===== src/rtl/mem_arbiter.sv =====
// Two-requester arbiter sharing one memory port between instruction fetch and
// data memory. Data accesses win conflicts, except that fetch wins once after
// STARVE_MAX consecutive conflict losses. One access is outstanding at a time.
module mem_arbiter #(
    parameter int unsigned STARVE_MAX = 4
) (
    input  logic        Clk,
    input  logic        Reset,
    // Instruction-fetch requester
    input  logic        IReq,
    input  logic [31:0] IAddr,
    output logic        IGrant,
    output logic        IValid,
    output logic [31:0] IData,
    output logic        IStall,
    // Data-memory requester
    input  logic        DReq,
    input  logic        DWrite,
    input  logic [31:0] DAddr,
    input  logic [31:0] DWData,
    output logic        DGrant,
    output logic        DValid,
    output logic [31:0] DRData,
    output logic        DStall,
    // Shared memory port
    output logic        MemReq,
    output logic        MemWrite,
    output logic [31:0] MemAddr,
    output logic [31:0] MemWData,
    input  logic        MemAck,
    input  logic [31:0] MemRData
);

    typedef enum logic [1:0] {StIdle, StBusyI, StBusyD} state_e;

    localparam logic [3:0] StarveMax = 4'(STARVE_MAX);

    state_e     state_q, state_d;
    logic [3:0] starve_q, starve_d;
    logic       ireq_e, dreq_e;
    logic       issue_i, issue_d;
    logic       done_i, done_d;

    // A requester is masked in its own completion cycle so a request held
    // through valid is not issued a second time.
    assign ireq_e = IReq & ~IValid;
    assign dreq_e = DReq & ~DValid;

    // Stalls follow the raw request until its valid pulse.
    assign IStall = IReq & ~IValid;
    assign DStall = DReq & ~DValid;

    // Next-state logic: arbitration in idle, completion detection when busy.
    always_comb begin
        state_d  = state_q;
        starve_d = starve_q;
        issue_i  = 1'b0;
        issue_d  = 1'b0;
        done_i   = 1'b0;
        done_d   = 1'b0;
        unique case (state_q)
            StIdle: begin
                if (ireq_e && dreq_e) begin
                    if (starve_q == StarveMax) begin
                        issue_i = 1'b1;
                    end else begin
                        issue_d = 1'b1;
                        if (starve_q < StarveMax) begin
                            starve_d = starve_q + 4'd1;
                        end
                    end
                end else if (dreq_e) begin
                    issue_d = 1'b1;
                end else if (ireq_e) begin
                    issue_i = 1'b1;
                end
                if (issue_i) begin
                    state_d  = StBusyI;
                    starve_d = 4'd0;
                end else if (issue_d) begin
                    state_d = StBusyD;
                end
            end
            StBusyI: begin
                if (MemAck) begin
                    done_i  = 1'b1;
                    state_d = StIdle;
                end
            end
            StBusyD: begin
                if (MemAck) begin
                    done_d  = 1'b1;
                    state_d = StIdle;
                end
            end
            default: state_d = StIdle;
        endcase
    end

    // FSM state and starvation counter.
    always_ff @(posedge Clk or posedge Reset) begin
        if (Reset) begin
            state_q  <= StIdle;
            starve_q <= 4'd0;
        end else begin
            state_q  <= state_d;
            starve_q <= starve_d;
        end
    end

    // Memory port registers, grant/valid pulses and captured read data.
    always_ff @(posedge Clk or posedge Reset) begin
        if (Reset) begin
            MemReq   <= 1'b0;
            MemWrite <= 1'b0;
            MemAddr  <= 32'd0;
            MemWData <= 32'd0;
            IGrant   <= 1'b0;
            DGrant   <= 1'b0;
            IValid   <= 1'b0;
            DValid   <= 1'b0;
            IData    <= 32'd0;
            DRData   <= 32'd0;
        end else begin
            IGrant <= issue_i;
            DGrant <= issue_d;
            IValid <= done_i;
            DValid <= done_d;
            if (issue_i) begin
                MemReq   <= 1'b1;
                MemWrite <= 1'b0;
                MemAddr  <= IAddr;
                MemWData <= 32'd0;
            end else if (issue_d) begin
                MemReq   <= 1'b1;
                MemWrite <= DWrite;
                MemAddr  <= DAddr;
                MemWData <= DWData;
            end else if (done_i || done_d) begin
                MemReq <= 1'b0;
            end
            if (done_i) begin
                IData <= MemRData;
            end
            // Stores complete without touching the load data register.
            if (done_d && !MemWrite) begin
                DRData <= MemRData;
            end
        end
    end

endmodule


===== config.mk =====
export PLATFORM = sky130hd
export DESIGN_NAME = mem_arbiter
export DESIGN_NICKNAME = d
export VERILOG_FILES = /design/src/rtl/mem_arbiter.sv
export SDC_FILE = /design/constraint.sdc
export NUM_CORES = 1
export LEC_CHECK = 0
export CORE_ASPECT_RATIO = 0.7
export CORE_MARGIN = 2
export CORE_UTILIZATION = 37
export DETAILED_ROUTE_END_ITERATION = 10
export PLACE_DENSITY = 0.82
export SYNTH_ARGS = -nofsm -noshare
export SYNTH_HDL_FRONTEND = slang
export SYNTH_SLANG_ARGS = --single-unit

===== constraint.sdc =====
create_clock -name Clk -period 4.75 [get_ports Clk]
set_input_delay 0.7125 -clock Clk [delete_from_list [all_inputs] [get_ports Clk]]
set_output_delay 0.7125 -clock Clk [all_outputs]
set_load 0.02 [all_outputs]

==> metrics.md, run 1 <==
| Metric | Value |
|---|---|
| CTS Buf Count | 17 |
| Boundary Pins | 270 |
| Hold Vio Cnt, Final | 0 |
| # port buffers | around 270 |
| Postcts setup bufs | 0 |
| Setup violators final | 0 |
| Part of the power in combinational logic | 0.499 |
| RSZ-0062 raised after global routing | no |
| Asr flop ratio synth | 1.00 |
| Kind of critical path | primary input to primary output |
| Slew HR | 0.450 |
| Setup_tns | 0 ns |
| Net switching power | 2670 uW |
| H-tree depth | 4 |
| Hold WC Path Type | flip-flop to flip-flop |
| DRC Markers | 0 |
| Worst skew pair latency | 0.41 ns |
| Width of the die | ~150 um |
| Period utilization | 0.667 |
| Post-Route WL | about 16 mm |
| Grt ovf | 0 |
| Vias per Instance | around 4.7 |
| WHS Path Cells | 2 |
| Max-Cap Viols | 0 |
| Sw Share | 0.382 |
| Post-synthesis sequential area ratio | 0.602 |
| Lkg Pwr | roughly 0.004 uW |
| # diodes | 0 |
| # fillers | about 1200 |
| Sequential power share | 0.298 |
| Die area | approximately 0.017 mm2 |
| Met3 usage | 0.0859 |
| Via Count | between 4000 and 5000 |
| RR Startpoint | starve_q[0] |
| Mapped Area | 0.00582 mm2 |
| Clock buffer depth | 2 |
| Worst Skew | ~0.011 ns |
| Outcome | completed |
| Seq cells post-synth | between 100 and 150 |
| Final Power | between 6000 and 7000 uW |
| # rows | 38 |
| Maximum clock rate | 0.316 GHz |
| DR WL/cell | between 15 and 20 um |
| YS warnings | 0 |
| R2R depth | 7 |
| Starting density of the core | 0.377 |
| Final Core Density | 0.600 |
| Commonest cells in the synthesized netlist | dfrtp_1 (140), nand2_1 (103), mux2_2 (54) |
| Setup crit start kind | primary input |
| Met1 usage | 0.237 |
| Hold EP | MemWData[30] |
| Gates resized, CTS repair | 0 |
| Initial antenna violation count | 0 |
| Clock share of power | 0.203 |
| Distinct cells, synth | 30 |
| Drt first pass iters | 4 |
| CTS Sinks | 140 |
| FF-to-FF End | MemAddr[29] |
| VDD IR max | 0.000392 V |
| Final Wtd Congestion | 0.747 |
| Post-synth top area share | 0.602 |
| Max-slew violations | 0 |
| Worst-path maximum fanout | 8 |
| Internal | between 4000 and 5000 uW |
| Top_reg_cell synth | dfrtp_1 |
| Top-count cell post-synth | dfrtp_1 |
| Placed insts | 955 |
| Cells after Synth | about 510 |
| Cts hold-fix bufs | 0 |
| Grt peak-use layer | met2 |
| Clock transition at path regs | roughly 0.060 ns |
| Worst hold margin | around 0.46 ns |
| P&R area growth vs syn | 59.3% |
| Pwr per Cell Area | ~750 mW/mm2 |
| Top post-synthesis cells by area | dfrtp_1 (60%), mux2_2 (10%), nand2_1 (6.6%) |
| Flop-to-flop setup slack | around 2.4 ns |
| Minimum clock period | 3.17 ns |
| Syn Area/Cell | roughly 11 um2 |
| Hpwl dp | around 11 mm |
| Final cell count without fillers | 986 |
| DR iter-0 viols | between 200 and 250 |
| Met2 Use GR | 0.323 |
| Routed Antenna Nets | 0 |
| CP required | between 4 and 5 ns |
| Dominant cell type by area after synthesis | dfrtp_1 |
| Hold_sp | MemWData[30] |
| Vias in the first global route | between 4000 and 5000 |
| Syn nets | 650 |
| Nets | a little over 900 |
| CP Data Arrival Time | around 2.5 ns |
| Total track usage | 0.197 |
| Layout cells sized above 1 | 0.164 |
| Actual slew at the worst max-slew pin | 0.823 ns |
| Largest net degree at the start of global routing | a little over 90 |
| CTS tree | built |
| First-pass GRT wire length | around 25 mm |
| Die H | around 110 um |
| Clock root cell | clkbuf_16 |
| CP endpoint kind | primary output |
| Post-synth EDFFs | 0 |
| Core area | about 0.015 mm2 |
-- worst max path at each step --
stage | depth (start not counted) | start | slack (ns) | to
2_1_floorplan | 1 | Reset | 0.28 | DGrant
3_3_place_gp | 3 | IReq | 1.63 | IStall
3_5_place_dp | 3 | IReq | 1.59 | IStall
4_1_cts | 3 | IReq | 1.58 | IStall
5_1_grt | 3 | IReq | 1.48 | IStall
6_report | 3 | IReq | 1.58 | IStall
-- cell families (layout without fill, tap and decap cells) --
| logic type | count (synthesis) | in the layout | synth area share |
|---|---|---|---|
| mux | 64 | 64 | 0.124 |
| flops | 140 | 140 | 0.602 |
| compound gates | 80 | 80 | 0.0935 |
| fa+ha+maj | 5 | 5 | 0.0107 |
| buf+inv | 41 | 316 | 0.0408 |
| simple gates | 181 | 181 | 0.129 |
-- stage by stage --
step	area [um2]	setup slack (ns)
final	9270	1.58
after global routing	9270	1.48
after CTS	9270	1.58
after detailed placement	8640	1.59
after global placement	8640	1.63
after floorplan	5820	0.285
-- cell type report --
class                   instances  area (um2)  area share
clock inverters                12         186      0.0201
repair buffers                276        2760       0.297
inverters                       9        41.3     0.00445
multi-input cells             330        2090       0.225
well taps                     200         250      0.0270
flip-flops and latches        140        3500       0.378
clock buffers                  19         443      0.0478
-- placed cells by master (no fill, tap or decap), drive strengths merged --
cell / count
nand3: 34
o21bai: 1
o22ai: 2
nand2: 103
clkdlybuf4s50: 269
clkbuf: 19
bufinv: 4
buf: 7
inv: 13
clkinv: 4
and3b: 2
nor2b: 2
o21ai: 5
mux2: 64
ha: 5
nand2b: 2
dfrtp: 140
a21oi: 68
a31oi: 1
nor2: 37
o21a: 1
and2: 1
a22o: 2
-- routing by layer --
layer / vias to the layer above / wire, um
li1: 2243 / -
met2: 171 / 7690
met3: 12 / 1310
met4: 0 / 170
met5: - / 0
met1: 2252 / 6920
-- sequential cells by signal, indices dropped and copies added, names as in the netlist --
signal	flops
DGrant	1
DRData	32
DValid	1
IData	32
IGrant	1
IValid	1
MemAddr	32
MemReq	1
MemWData	32
MemWrite	1
starve_q	4
state_q	2
-- worst max-delay path, stage by stage --
cell,delay [ns]
clkdlybuf4s50_1,0.47
nor2b_1,0.54
clkdlybuf4s50_1,0.73
-- power by group through the flow --
stage / logic (uW) / registers, uW / clock network (uW)
after floorplan: 1280 / 2770 / 0
after global placement: 3470 / 2060 / 0
after detailed placement: 3520 / 2090 / 0
after CTS: 3530 / 2080 / 1450
after global routing: 3750 / 2150 / 1510
final: 3480 / 2080 / 1420
(Power assumes the default switching activity.)
==> inputs of run 2 (changes only) <==
==> constraint.sdc (replaced) <==
create_clock -name Clk -period 2.8 [get_ports Clk]
set_input_delay 0.42 -clock Clk [delete_from_list [all_inputs] [get_ports Clk]]
set_output_delay 0.42 -clock Clk [all_outputs]
set_load 0.02 [all_outputs]
==> run 2 against run 1 <==
Net effect:
- clock power up 47%
- global-route usage is 0.25 points lower
- register-to-register slack lost 1.5 ns
- critical path type unchanged
- clock skew is essentially flat
- count of clock-buffer cells in the layout down 1
- wire length about the same
- flip-flop and latch count did not move
- total power is 67% higher
- core utilization about the same
- final cell count grew 0.41%
- sequential share of layout area hardly changed
==> metrics.md, run 2 (synthesis results as in run 1) <==
| Metric | Value |
|---|---|
| Outcome | completed |
| Post-Route WL | ~16 mm |
| Drt first pass iters | 4 |
| Actual slew at the worst max-slew pin | approximately 0.48 ns |
| Initial antenna violation count | 0 |
| Core area | between 0.015 and 0.02 mm2 |
| Hold Vio Cnt, Final | 0 |
| # fillers | 1259 |
| H-tree depth | 4 |
| Post-DP Area | 0.00873 mm2 |
| Boundary Pins | 270 |
| Layout cells sized above 1 | 0.168 |
| VDD IR max | 0.000555 V |
| First-pass GRT wire length | between 20 and 30 mm |
| CTS Buf Count | 17 |
| Final Wtd Congestion | between 0.7 and 0.8 |
| # diodes | 0 |
| Grt ovf | 0 |
| Minimum clock period | between 2 and 2.5 ns |
| DR iter-0 viols | 260 |
| # port buffers | between 200 and 300 |
| Die H | about 110 um |
| Slew HR | 0.677 |
| Clock transition at path regs | ~0.060 ns |
| Most common cell after layout, fill and taps aside | clkdlybuf4s50_1 |
| Placed insts | approximately 960 |
| Pwr per Cell Area | between 1000 and 1500 mW/mm2 |
| Maximum clock rate | around 0.46 GHz |
| RSZ-0062 raised after global routing | no |
| CP endpoint kind | primary output |
| Worst-path maximum fanout | 6 |
| Lkg Pwr | roughly 0.0041 uW |
| Final worst setup slack | 0.612 ns |
| Worst skew pair latency | roughly 0.42 ns |
| Setup crit start kind | primary input |
| DRC Markers | 0 |
| Via Count | between 4000 and 5000 |
| Nets | 916 |
| Vias in the first global route | about 4800 |
| Period utilization | 0.782 |
| Largest net degree at the start of global routing | 69 |
| Clock buffer depth | 2 |
| Commonest cells after routing, fill and taps aside | clkdlybuf4s50_1 (269), dfrtp_1 (140), nand2_1 (103) |
| Final non-filler cell area | just over 0.009 mm2 |
| Total track usage | 0.194 |
| Cts hold-fix bufs | 0 |
| Max-slew violations | 0 |
| Max-Cap Viols | 0 |
| CTS Sinks | 140 |
| Worst Skew | ~0.011 ns |
| Die area | between 0.015 and 0.02 mm2 |
| # rows | 38 |
| Hpwl dp | about 11 mm |
| Clock root cell | clkbuf_16 |
| Setup violators final | 0 |
| CP Data Arrival Time | ~1.8 ns |
| CTS tree | built |
| Routed Antenna Nets | 0 |
| Vias per Instance | about 4.8 |
| Kind of critical path | primary input to primary output |
| DR WL/cell | between 15 and 20 um |
| DP Worst Slack | roughly 0.57 ns |
| Final cell count without fillers | 990 |
| Width of the die | around 150 um |
| Starting density of the core | 0.377 |
| CP required | around 2.4 ns |
| Postcts setup bufs | 0 |
| Gates resized, CTS repair | 0 |
| Hold WC Path Type | primary input to async pin |
| Setup_tns | 0 ns |
| P&R area growth vs syn | 59.2% |
-- run 2: changes by cell type in the layout (fill, tap and decap cells not counted) --
cell and change:
buf_12 +5, buf_4 -2, bufinv_16 -4, clkbuf_8 -1
clkinv_2 +1, clkinv_4 -1, clkinvlp_4 +5, inv_8 +1
-- run 2: metrics by stage --
stage	util	total power, uW	hold WS (ns)
floorplan	-	6870	0.477
finish	0.600	11600	0.393
CTS	0.600	11800	0.395
detailed placement	0.565	9620	0.455
global placement	0.565	9470	0.448
global route	0.600	12300	0.414
-- run 2: final timing paths --
path                             startpoint     endpoint  slack (ns)  cells past startpoint
min in group Clk                MemWData[1]  MemWData[1]        0.46                      2
max in group asynchronous             Reset  starve_q[3]        1.70                      3
worst min-delay path                  Reset   DRData[10]        0.39                      2
worst min register to register  MemWData[1]  MemWData[1]        0.46                      2
worst max register to register   state_q[0]   MemAddr[2]        0.87                      7
worst max-delay path                   DReq       DStall        0.61                      4
-- run 2: final cells by class --
cell class | instances | area (um2) | share of cell area
multi-input cells | 330 | 2090 | 0.225
clock inverters | 14 | 113 | 0.0122
clock buffers | 18 | 429 | 0.0463
well taps | 200 | 250 | 0.0270
repair buffers | 279 | 2840 | 0.307
flip-flops and latches | 140 | 3500 | 0.378
inverters | 9 | 40.0 | 0.00432
-- run 2: metal layers --
layer  track usage  wire length (um)  up-vias
li1              -                 -     2242
met1         0.252              7260     2304
met2         0.308              7530      163
met3        0.0711              1160       10
met4        0.0587               131        0
met5             0                 0        -
-- run 2: critical path, stage by stage --
cell and delay (ns):
clkdlybuf4s50_1 0.51, nand2b_4 0.09, inv_2 0.12, clkdlybuf4s50_1 0.63
-- run 2: where the power goes --
part           total (uW)  internal (uW)  switching [uW]
logic                6000           2850            3150
clock network        2090           1150             943
registers            3530           3020             503
==> inputs of run 3 (changes only) <==
==> constraint.sdc (replaced) <==
create_clock -name Clk -period 1.77 [get_ports Clk]
set_input_delay 0.2655 -clock Clk [delete_from_list [all_inputs] [get_ports Clk]]
set_output_delay 0.2655 -clock Clk [all_outputs]
set_load 0.02 [all_outputs]
==> run 3 against run 2 <==
Net effect:
- flip-flop and latch count did not move
- highest routed layer unchanged
- design area rose by 3.7%
- worst setup slack got worse by 0.57 ns
- critical path type is now flip-flop to flip-flop
- register-to-register slack got worse by 0.83 ns
- sequential power rose by 58%
- clock power rose by 81%
- final cell count rose by 1.4%
- sequential share of layout area fell by 1.4 points
- count of clock-buffer cells in the layout fell by 1
==> metrics.md, run 3 (synthesis results as in run 1) <==
| Metric | Value |
|---|---|
| DR WL/cell | around 17 um |
| Boundary Pins | 270 |
| Clock root cell | clkbuf_16 |
| Initial antenna violation count | 0 |
| DP Worst Slack | -0.122 ns |
| Max incr delay on CP | about 0.39 ns |
| Core area | 0.0155 mm2 |
| Met3 usage | 0.0767 |
| Met1 usage | 0.243 |
| Hold Vio Cnt, Final | 0 |
| Hpwl dp | 11.7 mm |
| Final Wtd Congestion | 0.771 |
| Clock buffer depth | 2 |
| CTS Sinks | 140 |
| # fillers | about 1300 |
| CTS Buf Count | 17 |
| VDD IR max | roughly 0.0011 V |
| Slowest-stage cell, CP | dfrtp_1 |
| # rows | 38 |
| Clock transition at path regs | approximately 0.070 ns |
| Setup violators final | 0 |
| CTS tree | built |
| Worst hold margin | roughly 0.33 ns |
| Max-slew violations | 0 |
| Commonest cells after routing, fill and taps aside | clkdlybuf4s50_1 (267), dfrtp_1 (140), nand2_1 (103) |
| Actual slew at the worst max-slew pin | between 0.4 and 0.5 ns |
| Slew HR | 0.713 |
| Drt first pass iters | 4 |
| DRC Markers | 0 |
| Via Count | 4768 |
| Worst skew pair latency | around 0.4 ns |
| Width of the die | 154 um |
| Total track usage | 0.196 |
| Cell Chain, Critical Path | inv_2 -> ha_1 -> and3b_2 -> o21ai_4 -> buf_12 -> inv_16 -> a21oi_1 -> a21oi_2 |
| Most common cell after layout, fill and taps aside | clkdlybuf4s50_1 |
| Final Core Density | 0.622 |
| Area of the multi-input gates | ~0.0021 mm2 |
| CP Data Arrival Time | a little over 2 ns |
| CP required | around 2.1 ns |
| Vias in the first global route | around 4900 |
| Routed Antenna Nets | 0 |
| Vias per Instance | 4.75 |
| Period utilization | 0.975 |
| Layout cells sized above 1 | 0.199 |
| Hold WC Path Type | primary input to async pin |
| Post-Route WL | between 15 and 20 mm |
| Final worst setup slack | 0.0443 ns |
| Grt ovf | 0 |
| Cts hold-fix bufs | 0 |
| Largest net degree at the start of global routing | 80 |
| Outcome | completed |
| Minimum clock period | approximately 1.7 ns |
| DR iter-0 viols | 184 |
| Pwr per Cell Area | 2020 mW/mm2 |
| Die area | between 0.015 and 0.02 mm2 |
| CP endpoint kind | flip-flop |
| Setup crit start kind | flip-flop |
| Nets | 930 |
| Flop-to-flop setup slack | 0.04 ns |
| First-pass GRT wire length | between 20 and 30 mm |
| Maximum clock rate | roughly 0.58 GHz |
| H-tree depth | 4 |
| Lkg Pwr | around 0.0042 uW |
| # diodes | 0 |
| Worst-path maximum fanout | 35 |
| Max-Cap Viols | 0 |
| Die H | roughly 110 um |
| Worst Skew | between 0.006 and 0.007 ns |
| Kind of critical path | flip-flop to flip-flop |
| Setup_tns | 0 ns |
| Met2 Use GR | 0.324 |
| # port buffers | 269 |
| Starting density of the core | 0.377 |
| Seq. cell area | about 0.0035 mm2 |
| P&R area growth vs syn | 65.1% |
| Grt peak-use layer | met2 |
[run 3: stage by stage]
step | instances | total power, uW | instance area [um2]
after floorplan | 511 | 10900 | 5830
after global placement | 965 | 15100 | 8820
after detailed placement | 965 | 15400 | 8820
after CTS | 997 | 19300 | 9440
after global routing | 1004 | 20500 | 9610
final | 1004 | 19400 | 9610
[run 3: cell type report]
class / instances / area share
Clock inverter: 15 / 0.0208
Clock buffer: 17 / 0.0443
Inverter: 9 / 0.00560
Timing Repair Buffer: 293 / 0.317
Multi-Input combinational cell: 330 / 0.221
Sequential cell: 140 / 0.364
Tap cell: 200 / 0.0260
[run 3: final timing paths]
path                              start      endpoint  depth (start not counted)
min in group Clk             DWData[31]  MemWData[31]                          3
max in group asynchronous         Reset   MemWData[4]                          3
hold reg to reg            MemWData[27]  MemWData[27]                          2
hold / removal                    Reset     IData[19]                          3
setup / recovery            starve_q[0]   MemAddr[16]                          8
setup reg to reg            starve_q[0]   MemAddr[16]                          8
[run 3: metal layers]
metal / up-vias / share of wire
li1: 2276 / -
met1: 2319 / 0.44
met2: 158 / 0.47
met3: 15 / 0.073
met4: 0 / 0.011
met5: - / 0
[run 3: critical path, delay by kind of cell (launching register included)]
family	cells	cell delay (ns)
flip-flops	1	0.39
buffers and inverters	3	0.29
AO/OA/AOI/OAI	3	0.49
AND/OR/NAND/NOR	1	0.24
adder cells (fa/ha/maj)	1	0.18
[run 3: power breakdown]
part | internal (uW) | leakage (uW) | total (uW) | switching [uW]
sequential | 4780 | 0.00168 | 5580 | 794
combinational | 4830 | 0.00224 | 10000 | 5180
clock | 2270 | 0.000301 | 3790 | 1520
[run 3: timing repair]
item                       in CTS  in global routing
cloned                          0                  3
pin swaps                       0                  2
setup endpoints to repair      24                 58
gates resized for setup         3                 20
buffers inserted                0                  4
==> variant 1: new RTL, settings of run 3 <==
Make the reset (`Reset`) synchronous in 2 clocked blocks.
--- a/src/rtl/mem_arbiter.sv
+++ b/src/rtl/mem_arbiter.sv
@@ -100,3 +100,3 @@
     // FSM state and starvation counter.
-    always_ff @(posedge Clk or posedge Reset) begin
+    always_ff @(posedge Clk) begin
         if (Reset) begin
@@ -111,3 +111,3 @@
     // Memory port registers, grant/valid pulses and captured read data.
-    always_ff @(posedge Clk or posedge Reset) begin
+    always_ff @(posedge Clk) begin
         if (Reset) begin
Check against the original RTL: differs if Reset is asserted again (counterexample within 4 cycles, from zero or initial values and one cycle with Reset high); with Reset held inactive, the same outputs for 10 cycles.
==> variant 1 against run 3 <==
Critical path depth shrank 7; via count increased by 7.0%; global-route usage increased by 1.1 points; synthesized cell count grew 16%; wire length down 1.8%; final area shrank 7.1%; count of clock-buffer cells in the layout is the same; synthesized area fell by 7.9%; core utilization is 1.3 points higher; first-iteration DRC count is 14% higher; sequential cell count stayed put; setup slack better by 39 ps; clock skew is 5.7 ps higher.
Power is not compared: it rests on default switching activity, and its combinational part moved more than twofold at a synthesized area within 25%.
==> variant 1: results (changes against run 3) <==
metric	value	unit	change
Mapped Nets	731		was 650
status	completed		unchanged
number of iterations in the first detailed-routing pass	5		was 4
Commonest cells post-synth	140 x dfxtp_1, 131 x nand2_1, 67 x a21oi_1		was 140 x dfrtp_1, 103 x nand2_1, 54 x mux2_2
Rel. slew slack	0.672		was 0.713
Layout Skew	12.6	ps	was 6.88 ps
crit path time final	1690	ps	was 1730 ps
critical-path maximum fanout	3		was 35
vias in the first global route	5018		was 4932
fillcell total	1199		was 1250
drt total wl	16400	µm	was 16700 µm
first-pass GRT wire length	25800	µm	was 25500 µm
GRT Total Usage	0.208		was 0.196
Main synth FF type	dfxtp_1		was dfrtp_1
Critical Path Max Stage Delay	630	ps	was 390 ps
Worst EP arrival	1420	ps	was 2030 ps
First DRT Iteration DRCs	210		was 184
worst hold path class	input pin to flip-flop		was input pin to async pin
register area share after synthesis	0.523		was 0.602
CP max-delay cell	clkdlybuf4s50_1		was dfrtp_1
dpl hpwl	11700	µm	about the same
FMAX	593	MHz	was 579 MHz
# nets final	1001		was 930
pin count of the biggest net entering global routing	48		was 80
share of layout cells above drive strength 1	0.0767		was 0.199
Synth cell types	37		was 30
Hold WS	126	ps	was 325 ps
Worst R2R Setup Slack	140	ps	was 40 ps
-- variant 1: cells by family after synthesis --
group           after synthesis  synth area share
simple gates                188             0.146
buf+inv                      81            0.0784
mux                          33            0.0616
compound gates              145             0.179
fa+ha+maj                     5            0.0117
flops                       140             0.523
-- variant 1: through the flow --
stage | cells | setup WS [ps] | instance area (µm²)
after global routing | 1064 | 24.2 | 8920
after floorplan | 592 | 256 | 5360
after CTS | 1063 | 19.6 | 8890
after global placement | 1032 | -32.8 | 8310
final | 1064 | 83.0 | 8920
after detailed placement | 1032 | -36.6 | 8310
-- variant 1: worst paths after layout --
path | depth (start not counted) | startpoint | endpoint
setup / recovery | 1 | IValid | IValid
hold / removal | 2 | Reset | IData[15]
hold reg to reg | 2 | IData[1] | IData[1]
setup reg to reg | 7 | state_q[0] | MemAddr[27]
-- variant 1: cell type report --
type / count / area share
well taps: 190 / 0.0266
repair buffers: 293 / 0.336
multi-input cells: 371 / 0.241
clock inverters: 14 / 0.0178
inverters: 39 / 0.0164
clock buffers: 17 / 0.0477
flip-flops and latches: 140 / 0.314
-- variant 1: per-layer routing --
metal / track usage / wire (µm) / part of all wire
met5: 0 / 0 / 0
met4: 0.0578 / 233 / 0.014
met3: 0.0878 / 1810 / 0.11
met2: 0.349 / 7630 / 0.46
met1: 0.243 / 6750 / 0.41
-- variant 1: timing repair --
action / in CTS / in global routing
cloned: 0 / 1
setup endpoints to repair: 2 / 15
hold buffers: 0 / 0
resized for setup: 2 / 3
-- variant 1: report_power, final --
| group | total (mW) | internal [mW] | switching [mW] |
|---|---|---|---|
| clock network | 3.52 | 2.10 | 1.43 |
| logic | 2.29 | 1.20 | 1.09 |
| registers | 3.61 | 3.45 | 0.161 |
| total | 9.42 | 6.75 | 2.68 |
==> variant 2: new RTL, settings of run 3 <==
Without the edit above. Encoding of `state_e`: now one-hot (3 bits for 3 states).
--- a/src/rtl/mem_arbiter.sv
+++ b/src/rtl/mem_arbiter.sv
@@ -33,3 +33,3 @@
 
-    typedef enum logic [1:0] {StIdle, StBusyI, StBusyD} state_e;
+    typedef enum logic [2:0] {StIdle = 3'b001, StBusyI = 3'b010, StBusyD = 3'b100} state_e;
 
Check against the original RTL: same outputs for any inputs over 10 cycles, from zero or initial values and one cycle with Reset high; not proved beyond that.
==> variant 2 against run 3 <==
Die area shrank 6.2%; wire length shrank 2.8%; total power down 6.9%; sequential cell count grew 1; final area fell by 1.2%; sequential share of layout area rose by 0.70 points; clock power increased by 2%; fmax is 2.0% lower; count of clock-buffer cells in the layout up 3; synthesized area is 6.4% lower; setup slack lost 35 ps; largest power group unchanged; highest routed layer unchanged.
==> variant 2: results (changes against run 3) <==
metric	value	unit	change
status	completed		unchanged
Layout Skew	9.01	ps	was 6.88 ps
Clock Latency Late Sink	400	ps	
Pleak	4.17	nW	was 4.22 nW
yosys warns	0		unchanged
worst hold path class	input pin to async pin		unchanged
critical-path maximum fanout	21		was 35
Critical Path Max Stage Delay	540	ps	was 390 ps
Antenna Nets Post-Route	0		unchanged
dpl ws	-138	ps	was -122 ps
antenna diode count	0		unchanged
GRT Total Usage	0.205		was 0.196
share of layout cells above drive strength 1	0.229		was 0.199
vias in the first global route	4741		was 4932
first-pass GRT wire length	24900	µm	was 25500 µm
First DRT Iteration DRCs	292		was 184
Post-Syn Instances	398		was 511
Area after DPL	0.00865	mm²	was 0.00882 mm²
Worst EP arrival	2090	ps	was 2030 ps
number of iterations in the first detailed-routing pass	6		was 4
pin count of the biggest net entering global routing	74		was 80
Max IR drop VDD	954	µV	was 1140 µV
fillcell total	1076		was 1250
initial antenna violation count	0		unchanged
Synth cell types	34		was 30
H-Tree Depth	4		unchanged
Commonest cells post-synth	140 x dfrtp_1, 64 x mux2_2, 57 x nand2_1		was 140 x dfrtp_1, 103 x nand2_1, 54 x mux2_2
average via count per standard cell	4.88		was 4.75
drt total wl	16300	µm	was 16700 µm
number of CTS-inserted buffers	17		unchanged
Clock transition at path regs	60	ps	
Mapped Nets	534		was 650
CP max-delay cell	dfstp_2		was dfrtp_1
Longest Clk Path Bufs	2		unchanged
register area share after synthesis	0.648		was 0.602
Buffers on Ports	269		unchanged
dpl hpwl	11700	µm	about the same
fin cells	907		was 1004
Net Sw Frac	0.346		was 0.387
FFs w/ async S/R, synth	1.00		unchanged
# nets final	836		was 930
RD Place Congestion	0.769		was 0.771
root buffer cell	clkbuf_16		unchanged
Placed Cells	869		was 965
Rel. slew slack	0.729		was 0.713
synth top area cells	dfrtp_1 64%, mux2_2 13%, a22o_1 5.5%		was dfrtp_1 60%, mux2_2 10%, nand2_1 6.6%
-- variant 2: cell count changes in the layout (fill, tap and decap cells not counted), moves of 4 or more --
cell,before,now
nand2_1,103,57
a21oi_2,40,0
nand3_1,34,1
a22o_1,2,34
nor2_1,37,5
a21oi_1,28,3
a22oi_2,0,16
buf_4,9,25
a22oi_1,0,11
mux2_2,54,64
mux2_1,10,1
a222oi_1,0,5
inv_6,5,0
ha_1,5,1
-- variant 2: path summary, 6_finish.rpt --
check	startpoint	endpoint	slack (ps)	cells after the start
setup / recovery	state_q[0]	MemWData[8]	9	5
hold / removal	Reset	MemAddr[9]	340	3
setup reg to reg	state_q[0]	MemWData[8]	9	5
hold reg to reg	MemReq	MemReq	490	2
max in group asynchronous	Reset	MemWData[17]	1090	3
min in group Clk	IAddr[30]	MemAddr[30]	390	3
-- variant 2: area by class of cell --
cell class | instances | share of cell area
inverters | 11 | 0.00474
repair buffers | 310 | 0.335
clock buffers | 20 | 0.0470
well taps | 195 | 0.0257
flip-flops and latches | 141 | 0.372
clock inverters | 11 | 0.0202
multi-input cells | 219 | 0.196
-- variant 2: stage by stage --
stage | power (mW) | utilization
2_1_floorplan | 9.50 | -
3_3_place_gp | 13.5 | 0.595
3_5_place_dp | 13.8 | 0.595
4_1_cts | 17.9 | 0.642
5_1_grt | 19.0 | 0.654
6_report | 18.0 | 0.654
-- variant 2: kinds of logic (layout without fill, tap and decap cells) --
logic type	Yosys count	in the layout	share of synthesized area
and+or+nand+nor	75	75	0.0611
muxes	65	65	0.134
buffers and inverters	38	352	0.0365
adders and majority gates	2	2	0.00459
AOI/OAI and AO/OA	77	77	0.116
DFF	141	141	0.648
-- variant 2: timing repair --
action / 4_1_cts / 5_1_grt
buffers inserted: 3 / 2
gates cloned: 0 / 2
pin swaps: 1 / 26
endpoints found under the setup margin: 45 / 52
gates resized for setup: 7 / 22
hold endpoints to repair: 0 / 0
-- variant 2: power by group through the flow --
| stage | Sequential (mW) | Combinational [mW] | Clock (mW) |
|---|---|---|---|
| final | 5.53 | 8.66 | 3.85 |
| after global routing | 5.70 | 9.20 | 4.07 |
| after CTS | 5.50 | 8.44 | 3.94 |
| after detailed placement | 5.52 | 8.30 | 0 |
| after global placement | 5.44 | 8.08 | 0 |
| after floorplan | 7.11 | 2.39 | 0 |
-- variant 2: critical path: cells and delay by family (launching register included) --
kind	cells	cell delay (ps)
buf+inv	2	340
flops	1	540
compound gates	2	390
simple gates	1	410
-- variant 2: metal layers --
layer,vias to the layer above,routed length [µm],GRT usage
met5,-,0,0
met4,0,260,0.0789
met3,20,1040,0.0524
met2,155,8250,0.344
met1,2216,6720,0.256
li1,2036,-,-
